`config.mk`:
```
export PLATFORM = sky130hd
export DESIGN_NAME = video_pixel_feeder
export DESIGN_NICKNAME = d
export VERILOG_FILES = /design/src/rtl/video_pixel_feeder.sv
export SDC_FILE = /design/constraint.sdc
export NUM_CORES = 1
export LEC_CHECK = 0
export BUFFER_PORTS_ARGS = -buffer_cell sky130_fd_sc_hd__buf_2
export CAP_MARGIN = 20
export CORE_MARGIN = 2
export CORE_UTILIZATION = 55
export CTS_BUF_LIST = sky130_fd_sc_hd__clkbuf_16
export CTS_CLUSTER_SIZE = 25
export DETAILED_ROUTE_END_ITERATION = 8
export GPL_TIMING_DRIVEN = 0
export PLACE_DENSITY_LB_ADDON = 0.1
export RECOVER_POWER = 25
export SLEW_MARGIN = 10
export SYNTH_ARGS = -nofsm -noshare
export SYNTH_HDL_FRONTEND = slang
export SYNTH_SLANG_ARGS = --single-unit
```
`constraint.sdc`:
```
create_clock -name clk -period 3.6 [get_ports clk]
set_input_delay 0.36 -clock clk [delete_from_list [all_inputs] [get_ports clk]]
set_output_delay 0.36 -clock clk [all_outputs]
set_load 0.02 [all_outputs]
```
`src/rtl/video_pixel_feeder.sv`:
```
// -----------------------------------------------------------------------------
// video_pixel_feeder
//   Buffers a valid/ready pixel stream in a small FIFO and releases one pixel
//   per active display cycle, aligned to the raster by the start-of-frame mark.
//   hsync/vsync/vde and the pixel leave together, one clock after the timing
//   inputs. Underflow and frame misalignment are latched as sticky flags and
//   the feeder resynchronises on the next frame.
//
// Ports
//   clk, reset            pixel clock, synchronous active-high reset
//   hsync_in, vsync_in    active-low syncs from the timing generator
//   vde_in, x_in, y_in    active-area flag and raster coordinates
//   s_valid, s_data,      pixel stream input; s_sof marks a frame's first pixel
//   s_sof, s_ready
//   clear_err             clears the sticky error flags
//   hsync_out, vsync_out, timing re-timed by one clock
//   vde_out
//   rgb_out               pixel aligned with vde_out, zero outside active area
//   locked                feeder is locked to the raster
//   underflow, misalign   sticky error flags
// -----------------------------------------------------------------------------
module video_pixel_feeder #(
  parameter int                DATA_W    = 24,
  parameter int                DEPTH     = 16,
  parameter logic [DATA_W-1:0] BLANK_RGB = {DATA_W{1'b0}}
) (
  input  logic              clk,
  input  logic              reset,
  input  logic              hsync_in,
  input  logic              vsync_in,
  input  logic              vde_in,
  input  logic [9:0]        x_in,
  input  logic [9:0]        y_in,
  input  logic              s_valid,
  input  logic [DATA_W-1:0] s_data,
  input  logic              s_sof,
  output logic              s_ready,
  input  logic              clear_err,
  output logic              hsync_out,
  output logic              vsync_out,
  output logic              vde_out,
  output logic [DATA_W-1:0] rgb_out,
  output logic              locked,
  output logic              underflow,
  output logic              misalign
);

  localparam int AW = $clog2(DEPTH);

  localparam logic [1:0] ST_SEEK   = 2'd0;
  localparam logic [1:0] ST_WAIT   = 2'd1;
  localparam logic [1:0] ST_LOCKED = 2'd2;

  logic [DATA_W:0]   mem_r [DEPTH];
  logic [AW-1:0]     wr_ptr_r;
  logic [AW-1:0]     rd_ptr_r;
  logic [AW:0]       count_r;
  logic [AW:0]       count_next_s;
  logic [1:0]        state_r;
  logic [1:0]        state_s;

  logic              full_s;
  logic              empty_s;
  logic              push_s;
  logic              pop_s;
  logic              start_s;
  logic              head_sof_s;
  logic [DATA_W-1:0] head_data_s;
  logic [DATA_W-1:0] rgb_s;
  logic              uf_set_s;
  logic              mis_set_s;

  assign full_s      = (count_r == (AW+1)'(DEPTH));
  assign empty_s     = (count_r == {(AW+1){1'b0}});
  assign push_s      = s_valid && !full_s;
  assign start_s     = vde_in && (x_in == 10'd0) && (y_in == 10'd0);
  assign head_sof_s  = mem_r[rd_ptr_r][DATA_W];
  assign head_data_s = mem_r[rd_ptr_r][DATA_W-1:0];

  // Occupancy after this cycle's push/pop; pop is only ever raised when non-empty.
  always_comb begin
    count_next_s = count_r + {{AW{1'b0}}, push_s} - {{AW{1'b0}}, pop_s};
  end

  // Alignment state machine: decides pop, next state, pixel colour and error events.
  always_comb begin
    state_s   = state_r;
    pop_s     = 1'b0;
    uf_set_s  = 1'b0;
    mis_set_s = 1'b0;
    if (vde_in) begin
      rgb_s = BLANK_RGB;
    end else begin
      rgb_s = {DATA_W{1'b0}};
    end
    case (state_r)
      ST_SEEK: begin
        // Throw away pixels until a frame start reaches the head.
        if (!empty_s) begin
          if (head_sof_s) begin
            state_s = ST_WAIT;
          end else begin
            pop_s = 1'b1;
          end
        end else begin
          state_s = ST_SEEK;
        end
      end
      ST_WAIT: begin
        if (start_s && !empty_s && head_sof_s) begin
          pop_s   = 1'b1;
          rgb_s   = head_data_s;
          state_s = ST_LOCKED;
        end else begin
          state_s = ST_WAIT;
        end
      end
      ST_LOCKED: begin
        if (vde_in) begin
          if (empty_s) begin
            uf_set_s = 1'b1;
            state_s  = ST_SEEK;
          end else if (head_sof_s && !start_s) begin
            // Next frame arrived early: keep its SOF for the next raster start.
            mis_set_s = 1'b1;
            state_s   = ST_WAIT;
          end else if (start_s && !head_sof_s) begin
            // Current frame ran long: its leftovers must be discarded.
            mis_set_s = 1'b1;
            state_s   = ST_SEEK;
          end else begin
            pop_s = 1'b1;
            rgb_s = head_data_s;
          end
        end else begin
          rgb_s = {DATA_W{1'b0}};
        end
      end
      default: begin
        state_s = ST_SEEK;
      end
    endcase
  end

  // FIFO storage; stale entries are harmless because the pointers are flushed on reset.
  always_ff @(posedge clk) begin
    if (push_s) begin
      mem_r[wr_ptr_r] <= {s_sof, s_data};
    end
  end

  // FIFO pointers, occupancy and the registered ready flag.
  always_ff @(posedge clk) begin
    if (reset) begin
      wr_ptr_r <= {AW{1'b0}};
      rd_ptr_r <= {AW{1'b0}};
      count_r  <= {(AW+1){1'b0}};
      s_ready  <= 1'b1;
    end else begin
      if (push_s) begin
        wr_ptr_r <= wr_ptr_r + {{(AW-1){1'b0}}, 1'b1};
      end
      if (pop_s) begin
        rd_ptr_r <= rd_ptr_r + {{(AW-1){1'b0}}, 1'b1};
      end
      count_r <= count_next_s;
      s_ready <= (count_next_s != (AW+1)'(DEPTH));
    end
  end

  // State register, re-timed video outputs and sticky flags (set wins over clear).
  always_ff @(posedge clk) begin
    if (reset) begin
      state_r   <= ST_SEEK;
      hsync_out <= 1'b1;
      vsync_out <= 1'b1;
      vde_out   <= 1'b0;
      rgb_out   <= {DATA_W{1'b0}};
      locked    <= 1'b0;
      underflow <= 1'b0;
      misalign  <= 1'b0;
    end else begin
      state_r   <= state_s;
      hsync_out <= hsync_in;
      vsync_out <= vsync_in;
      vde_out   <= vde_in;
      rgb_out   <= rgb_s;
      locked    <= (state_s == ST_LOCKED);
      underflow <= uf_set_s  | (underflow & ~clear_err);
      misalign  <= mis_set_s | (misalign  & ~clear_err);
    end
  end

endmodule

```
==> summary.txt, run 1 <==
Status: completed
Worst reg2reg path endpoint: s_ready
Final setup margin: 36.6 ps
Post-synth cell types: 47
Worst setup path class: flop to flop
Nets: 1024
Post-synth top area share: 0.703
Post-layout instance count excluding filler cells: 1388
Peak Freq: 281 MHz
Flop pwr share: 0.467
Fraction of layout cells with a size suffix above 1: 0.340
Total GRT Usage: 0.230
Syn_nets: 852
End of the worst hold path: vde_out
Peak VDD IR: 427 uV
Register area share after synthesis: 0.761
R2r setup slk: 40 ps
I/O Buffers: 82
P&R area growth vs syn: 18.2%
Min Tclk post-route: 3560 ps
Die Area: 32500 um^2
Die width: 180 um
Worst-Margin Slew: 1080 ps
DP Wirelength: 22900 um
Routed WL: 36900 um
CTS tree: done
Crit end category: flop
Worst Hold Slack: 148 ps
Via count: 8304
CTS Buf Count: 45
Area leader, netlist: edfxtp_1
Number of synthesized register bits: 450
H-Tree Level Count: 2
Ys flop type: edfxtp_1
Yosys warnings: 0
Clk network pwr share: 0.348
CTS root buf: clkbuf_16
GR Overflow Total: 0
Synthesized area: 17100 um^2
Hold Startpoint: vde_in
Total power: 0.0127 W
Fin crit share: 0.990
Setup WS pre-CTS: -598 ps
CP required: 4000 ps
Final setup fails: 0
Pins Over Slew Limit: 0
Antenna Nets Post-Route: 0
First-pass DRT Iterations: 5
TritonCTS sink count: 450
Vias in the first global route: 8803
Slew HR: 0.278
Worst Path Max Fanout: 4
Int Pwr: 0.00964 W
Placed Cells: 1284
Row cnt: 64
Remaining DRCs: 0
Comb power frac: 0.185
Gate Count Post-Synth: 782
DR iter-0 viols: 770
Clk_skew: 14.9 ps
Routed vias/inst: 5.98
Hold WC Path Type: input pin to flop
Static leakage: 6.58 nW
Ranking of synthesized cells by area: edfxtp_1, mux4_2, dfxtp_1
Critical Path AT: 3970 ps
Initial antenna violation count: 1
Post-synth EDFFs: 400
Syn Area/Cell: 21.9 um^2
Hold depth: 2
Sw power: 0.00308 W
Deepest clock path buffer count: 3
DR WL/cell: 26.6 um
Routability cong.: 0.775
Initial Util: 0.559
Core Box Area: 30600 um^2
Global-route wire length before repair: 54500 um
Power per Cell Area: 630 nW/um^2
R2R cell count: 18
RSZ-0062 raised after global routing: true
FILL cells: 2008
Clock Pin Slew Worst Setup and Hold Paths: 60 ps
I/O pins: 83
Worst-skew pair later-pin latency: 540 ps
Cell with the most instances after synthesis: edfxtp_1
Max Cap Viol: 0
Crit path launch type: flop
Hold Vio Cnt, Final: 0
Synth cell count leaders: edfxtp_1, mux4_2, dfxtp_1
Post-synth ARST share: 0
Largest net degree at the start of global routing: 21
Die H: 180 um
Net Sw Frac: 0.242
Fin util: 0.660
## worst max-delay path by stage
stage	startpoint	to	slack, ps	cells past startpoint
floorplan	flop	s_ready	10	18
global placement	count_r[2]	mem_r[3][8]	-2050	5
detailed placement	flop	s_ready	-600	19
CTS	flop	s_ready	20	18
global route	flop	s_ready	-70	18
finish	flop	s_ready	40	18
## sequential cells by signal, indices dropped and copies added (netlist names), 2 cells and up, named ones only
| register | count |
|---|---|
| count_r | 5 |
| rd_ptr_r | 4 |
| state_r | 2 |
| mem_r | 400 |
| rgb_out | 24 |
| wr_ptr_r | 4 |
## power by group through the flow
stage / logic, W / clock network, W / registers [W]
after floorplan: 0.00151 / 0 / 0.00605
after global placement: 0.00201 / 0 / 0.00605
after detailed placement: 0.00215 / 0 / 0.00605
after CTS: 0.00227 / 0.00449 / 0.00594
after global routing: 0.00252 / 0.00471 / 0.00596
final: 0.00236 / 0.00442 / 0.00595
## cell usage in the layout (no fill, tap or decap), types with 4 or more instances in the layout
| cell type | n |
|---|---|
| buf_1 | 4 |
| nor2_1 | 16 |
| a21oi_1 | 4 |
| mux4_2 | 122 |
| clkinv_2 | 7 |
| buf_12 | 4 |
| nand2_1 | 9 |
| buf_2 | 69 |
| dfxtp_1 | 49 |
| clkbuf_1 | 37 |
| buf_8 | 5 |
| ha_1 | 14 |
| nand2b_1 | 6 |
| nor2_4 | 12 |
| clkbuf_16 | 47 |
| nor3_2 | 4 |
| buf_6 | 9 |
| clkinv_1 | 7 |
| buf_16 | 8 |
| inv_1 | 33 |
| mux2_2 | 6 |
| xnor2_1 | 4 |
| edfxtp_1 | 400 |
| nor2b_1 | 31 |
| buf_4 | 20 |
## layout make-up
| class | count | area (um^2) | area share |
|---|---|---|---|
| clock buffer | 47 | 1180 | 0.0582 |
| tap | 396 | 495 | 0.0245 |
| buffer | 33 | 165 | 0.00818 |
| multi-input combinational | 280 | 4050 | 0.200 |
| inverter | 18 | 67.6 | 0.00335 |
| timing repair buffer | 126 | 986 | 0.0488 |
| sequential | 450 | 13000 | 0.645 |
| clock inverter | 37 | 239 | 0.0118 |
| antenna | 1 | 2.50 | 0.000124 |
## logic make-up after synthesis
logic type | count (synthesis) | share of synthesized area
buffers and inverters | 52 | 0.0130
AOI/OAI and AO/OA | 26 | 0.0113
DFF | 450 | 0.761
adders and majority gates | 18 | 0.0136
xor gates and xnor gates | 7 | 0.00359
muxes | 130 | 0.166
and+or+nand+nor | 99 | 0.0312
## through the flow
stage | TNS (ps) | area [um^2]
finish | 0 | 20200
global route | -71.0 | 20200
CTS | 0 | 20100
detailed placement | -1540 | 18500
global placement | -353720 | 18000
floorplan | 0 | 17100
## layer usage
layer / global-route usage / vias up / wire, um
li1: - / 3567 / -
met1: 0.314 / 4393 / 15000
met2: 0.390 / 275 / 18800
met3: 0.0368 / 69 / 2270
met4: 0.0635 / 0 / 833
met5: 0 / - / 0
## critical path, cell delays in order, from the launching register on
cell      delay (ps)
dfxtp_4          380
mux4_2           510
o211ai_1         290
and2_4           220
ha_4             200
inv_2             50
nor2_2            40
a31oi_4          190
a21oi_4          100
ha_4             280
inv_2             40
ha_4             150
fa_2             370
a21oi_2          140
nor2_1            50
nor2_1           110
xnor2_1           90
nor2_1           120
nand4_1          100
## repair_timing
item / CTS / global route
resized for setup: 11 / 7
hold buffers: 2 / 0
setup buffers: 9 / 3
pin swaps: 11 / 9
cloned: 0 / 0
endpoints found under the setup margin: 5 / 2
endpoints found under the hold margin: 2 / 0
Power figures use the tool's default switching activity.
==> run 2, diff against run 1 <==
--- a/config.mk
+++ b/config.mk
@@ -8,7 +8,7 @@
 export BUFFER_PORTS_ARGS = -buffer_cell sky130_fd_sc_hd__buf_2
 export CAP_MARGIN = 20
 export CORE_MARGIN = 2
-export CORE_UTILIZATION = 55
+export CORE_UTILIZATION = 45
 export CTS_BUF_LIST = sky130_fd_sc_hd__clkbuf_16
 export CTS_CLUSTER_SIZE = 25
 export DETAILED_ROUTE_END_ITERATION = 8
==> run 2 against run 1 <==
Net effect:
- the flow now finishes with violations (negative setup slack)
- worst setup slack got worse by 65 ps
- fmax is 1.8% lower
- global-route usage fell by 2.6 points
- non-clock buffer count rose by 1
- wire length grew 5.3%
- power rose by 4.2%
- largest power group unchanged
- register-to-register slack lost 60 ps
==> summary.txt, run 2 (synthesis results as in run 1) <==
Hold Vio Cnt, Final: 0 (unchanged)
CTS root buf: clkbuf_16
Routed vias/inst: 5.54 (-7.3%)
GR Overflow Total: 0 (unchanged)
Setup WS pre-CTS: -601 ps (-3.33 ps)
Most frequent cells in the layout: edfxtp_1, mux4_2, buf_2
Critical Path AT: 4050 ps (+80 ps)
Fraction of layout cells with a size suffix above 1: 0.358 (+0.0181)
Row cnt: 71 (+11%)
Number of flip-flops under the largest register name: 400 (unchanged)
DP Wirelength: 24800 um (+8.3%)
I/O pins: 83 (unchanged)
Die width: 199 um (+10%)
Biggest regs: mem_r x400, rgb_out x24, count_r x5
Post-Place Cell Area: 18700 um^2 (+1.0%)
Static leakage: 6.62 nW (+0.66%)
Slew HR: 0.331 (+0.0530)
Remaining DRCs: 0 (unchanged)
Worst-Margin Slew: 1000 ps (-79.5 ps)
Max Cap Viol: 0 (unchanged)
Comb power frac: 0.181 (-0.004)
Initial Util: 0.456 (-0.103)
Power per Cell Area: 646 nW/um^2 (+2.5%)
Total GRT Usage: 0.204 (-0.0256)
Crit end category: flop
Cell area after layout: 20500 um^2 (+1.6%)
CTS Buf Count: 46 (+2.2%)
Worst reg2reg path endpoint: s_ready
Core Box Area: 37500 um^2 (+23%)
CTS tree: done
Nets: 1026 (+0.20%)
Final setup fails: 1 (+1)
P&R area growth vs syn: 20.1%
Flop pwr share: 0.448 (-0.019)
R2R cell count: 18 (unchanged)
Peak Freq: 276 MHz (-1.8%)
Peak VDD IR: 428 uV (+0.29%)
Commonest non-fill, non-tap cell in the layout: edfxtp_1
Net Sw Frac: 0.242 (-0.000302)
I/O Buffers: 82 (unchanged)
Initial antenna violation count: 1 (unchanged)
Min Tclk post-route: 3630 ps (+64.7 ps)
Global-route wire length before repair: 56700 um (+4.0%)
Clock Pin Slew Worst Setup and Hold Paths: 60 ps (about the same)
Largest net degree at the start of global routing: 20 (-4.8%)
Deepest clock path buffer count: 3 (unchanged)
Worst-skew pair later-pin latency: 560 ps (+20 ps)
First-pass DRT Iterations: 5 (unchanged)
Clk_skew: 11.3 ps (-3.61 ps)
Die Area: 39500 um^2 (+22%)
R2r setup slk: -30 ps (-60 ps)
Worst setup path class: flop to flop
Routability cong.: 0.781 (+0.81%)
Fin crit share: 1.01 (+0.0180)
Routed WL: 38900 um (+5.3%)
Int Pwr: 0.0101 W (+4.2%)
DR WL/cell: 25.8 um (-2.9%)
Setup_tns: -28.1 ps (-28.1 ps)
Largest Register: mem_r
Crit path launch type: flop
Worst Path Max Fanout: 3 (-1)
Hold WC Path Type: input pin to flop
Sw power: 0.00321 W (+4.0%)
Critical Path Sink: s_ready
TritonCTS sink count: 450 (unchanged)
Fin util: 0.547 (-0.113)
CP required: 4030 ps (+30 ps)
Die H: 199 um (+10%)
RSZ-0062 raised after global routing: true
Via count: 8349 (+0.54%)
Pins Over Slew Limit: 0 (unchanged)
H-Tree Level Count: 2 (unchanged)
Clk network pwr share: 0.370 (+0.022)
Vias in the first global route: 8719 (-0.95%)
DR iter-0 viols: 778 (+1.0%)
Antenna Nets Post-Route: 0 (unchanged)
Final setup margin: -28.1 ps (-64.7 ps)
Status: complete, but fails checks
Failing checks: negative setup slack
-- run 2: through the flow --
stage / instances / hold slack (ps) / power (W)
floorplan: 782 / 459 / 0.00756
global route: 1505 / 118 / 0.0138
detailed placement: 1404 / 490 / 0.00827
finish: 1506 / 128 / 0.0133
CTS: 1497 / 85.4 / 0.0133
global placement: 1375 / 473 / 0.00812
-- run 2: worst min path at each step --
stage	start	to	slack, ps	depth (start not counted)
2_1_floorplan	s_data[0]	mem_r[0][0]	460	0
3_3_place_gp	underflow	underflow	470	2
3_5_place_dp	misalign	misalign	490	2
4_1_cts	vde_in	vde_out	90	2
5_1_grt	vde_in	vde_out	120	2
6_report	vde_in	vde_out	130	2
-- run 2: power groups by stage --
| stage | Sequential [W] | Combinational, W | Clock [W] |
|---|---|---|---|
| after floorplan | 0.00605 | 0.00151 | 0 |
| after global placement | 0.00606 | 0.00206 | 0 |
| after detailed placement | 0.00605 | 0.00222 | 0 |
| after CTS | 0.00594 | 0.00233 | 0.00501 |
| after global routing | 0.00596 | 0.00260 | 0.00521 |
| final | 0.00595 | 0.00241 | 0.00491 |
-- run 2: cell type report --
type	count	area, um^2
Fill cell	2921	17000
Sequential cell	450	13000
Timing Repair Buffer	127	985
Buffer	33	161
Clock inverter	37	359
Tap cell	511	639
Multi-Input combinational cell	280	4060
Clock buffer	49	1230
Antenna cell	1	2.50
Inverter	18	70.1
-- run 2: per-layer routing --
metal | up-vias | track usage | routed length, um
li1 | 3581 | - | -
met1 | 4462 | 0.274 | 16500
met2 | 241 | 0.343 | 19300
met3 | 63 | 0.0353 | 2070
met4 | 2 | 0.0650 | 959
met5 | - | 0 | 13
-- run 2: repair_timing --
action | CTS | global route
pin swaps | 12 | 7
cloned | 0 | 0
hold buffers | 2 | 0
resized for setup | 13 | 7
endpoints found under the hold margin | 2 | 0
setup buffers | 6 | 4
endpoints found under the setup margin | 5 | 2
-- run 2: critical path: stages, from the launching register on --
cell and delay (ps):
dfxtp_4 360, mux4_2 480, o211ai_1 350, and2_4 240, ha_4 210, inv_4 50
nor2_4 30, a31oi_4 190, a21oi_4 100, ha_4 270, inv_2 40, ha_4 150
fa_2 380, a21oi_2 130, nor2_1 60, nor2_1 110, xnor2_1 70, nor2_1 140
nand4_1 120
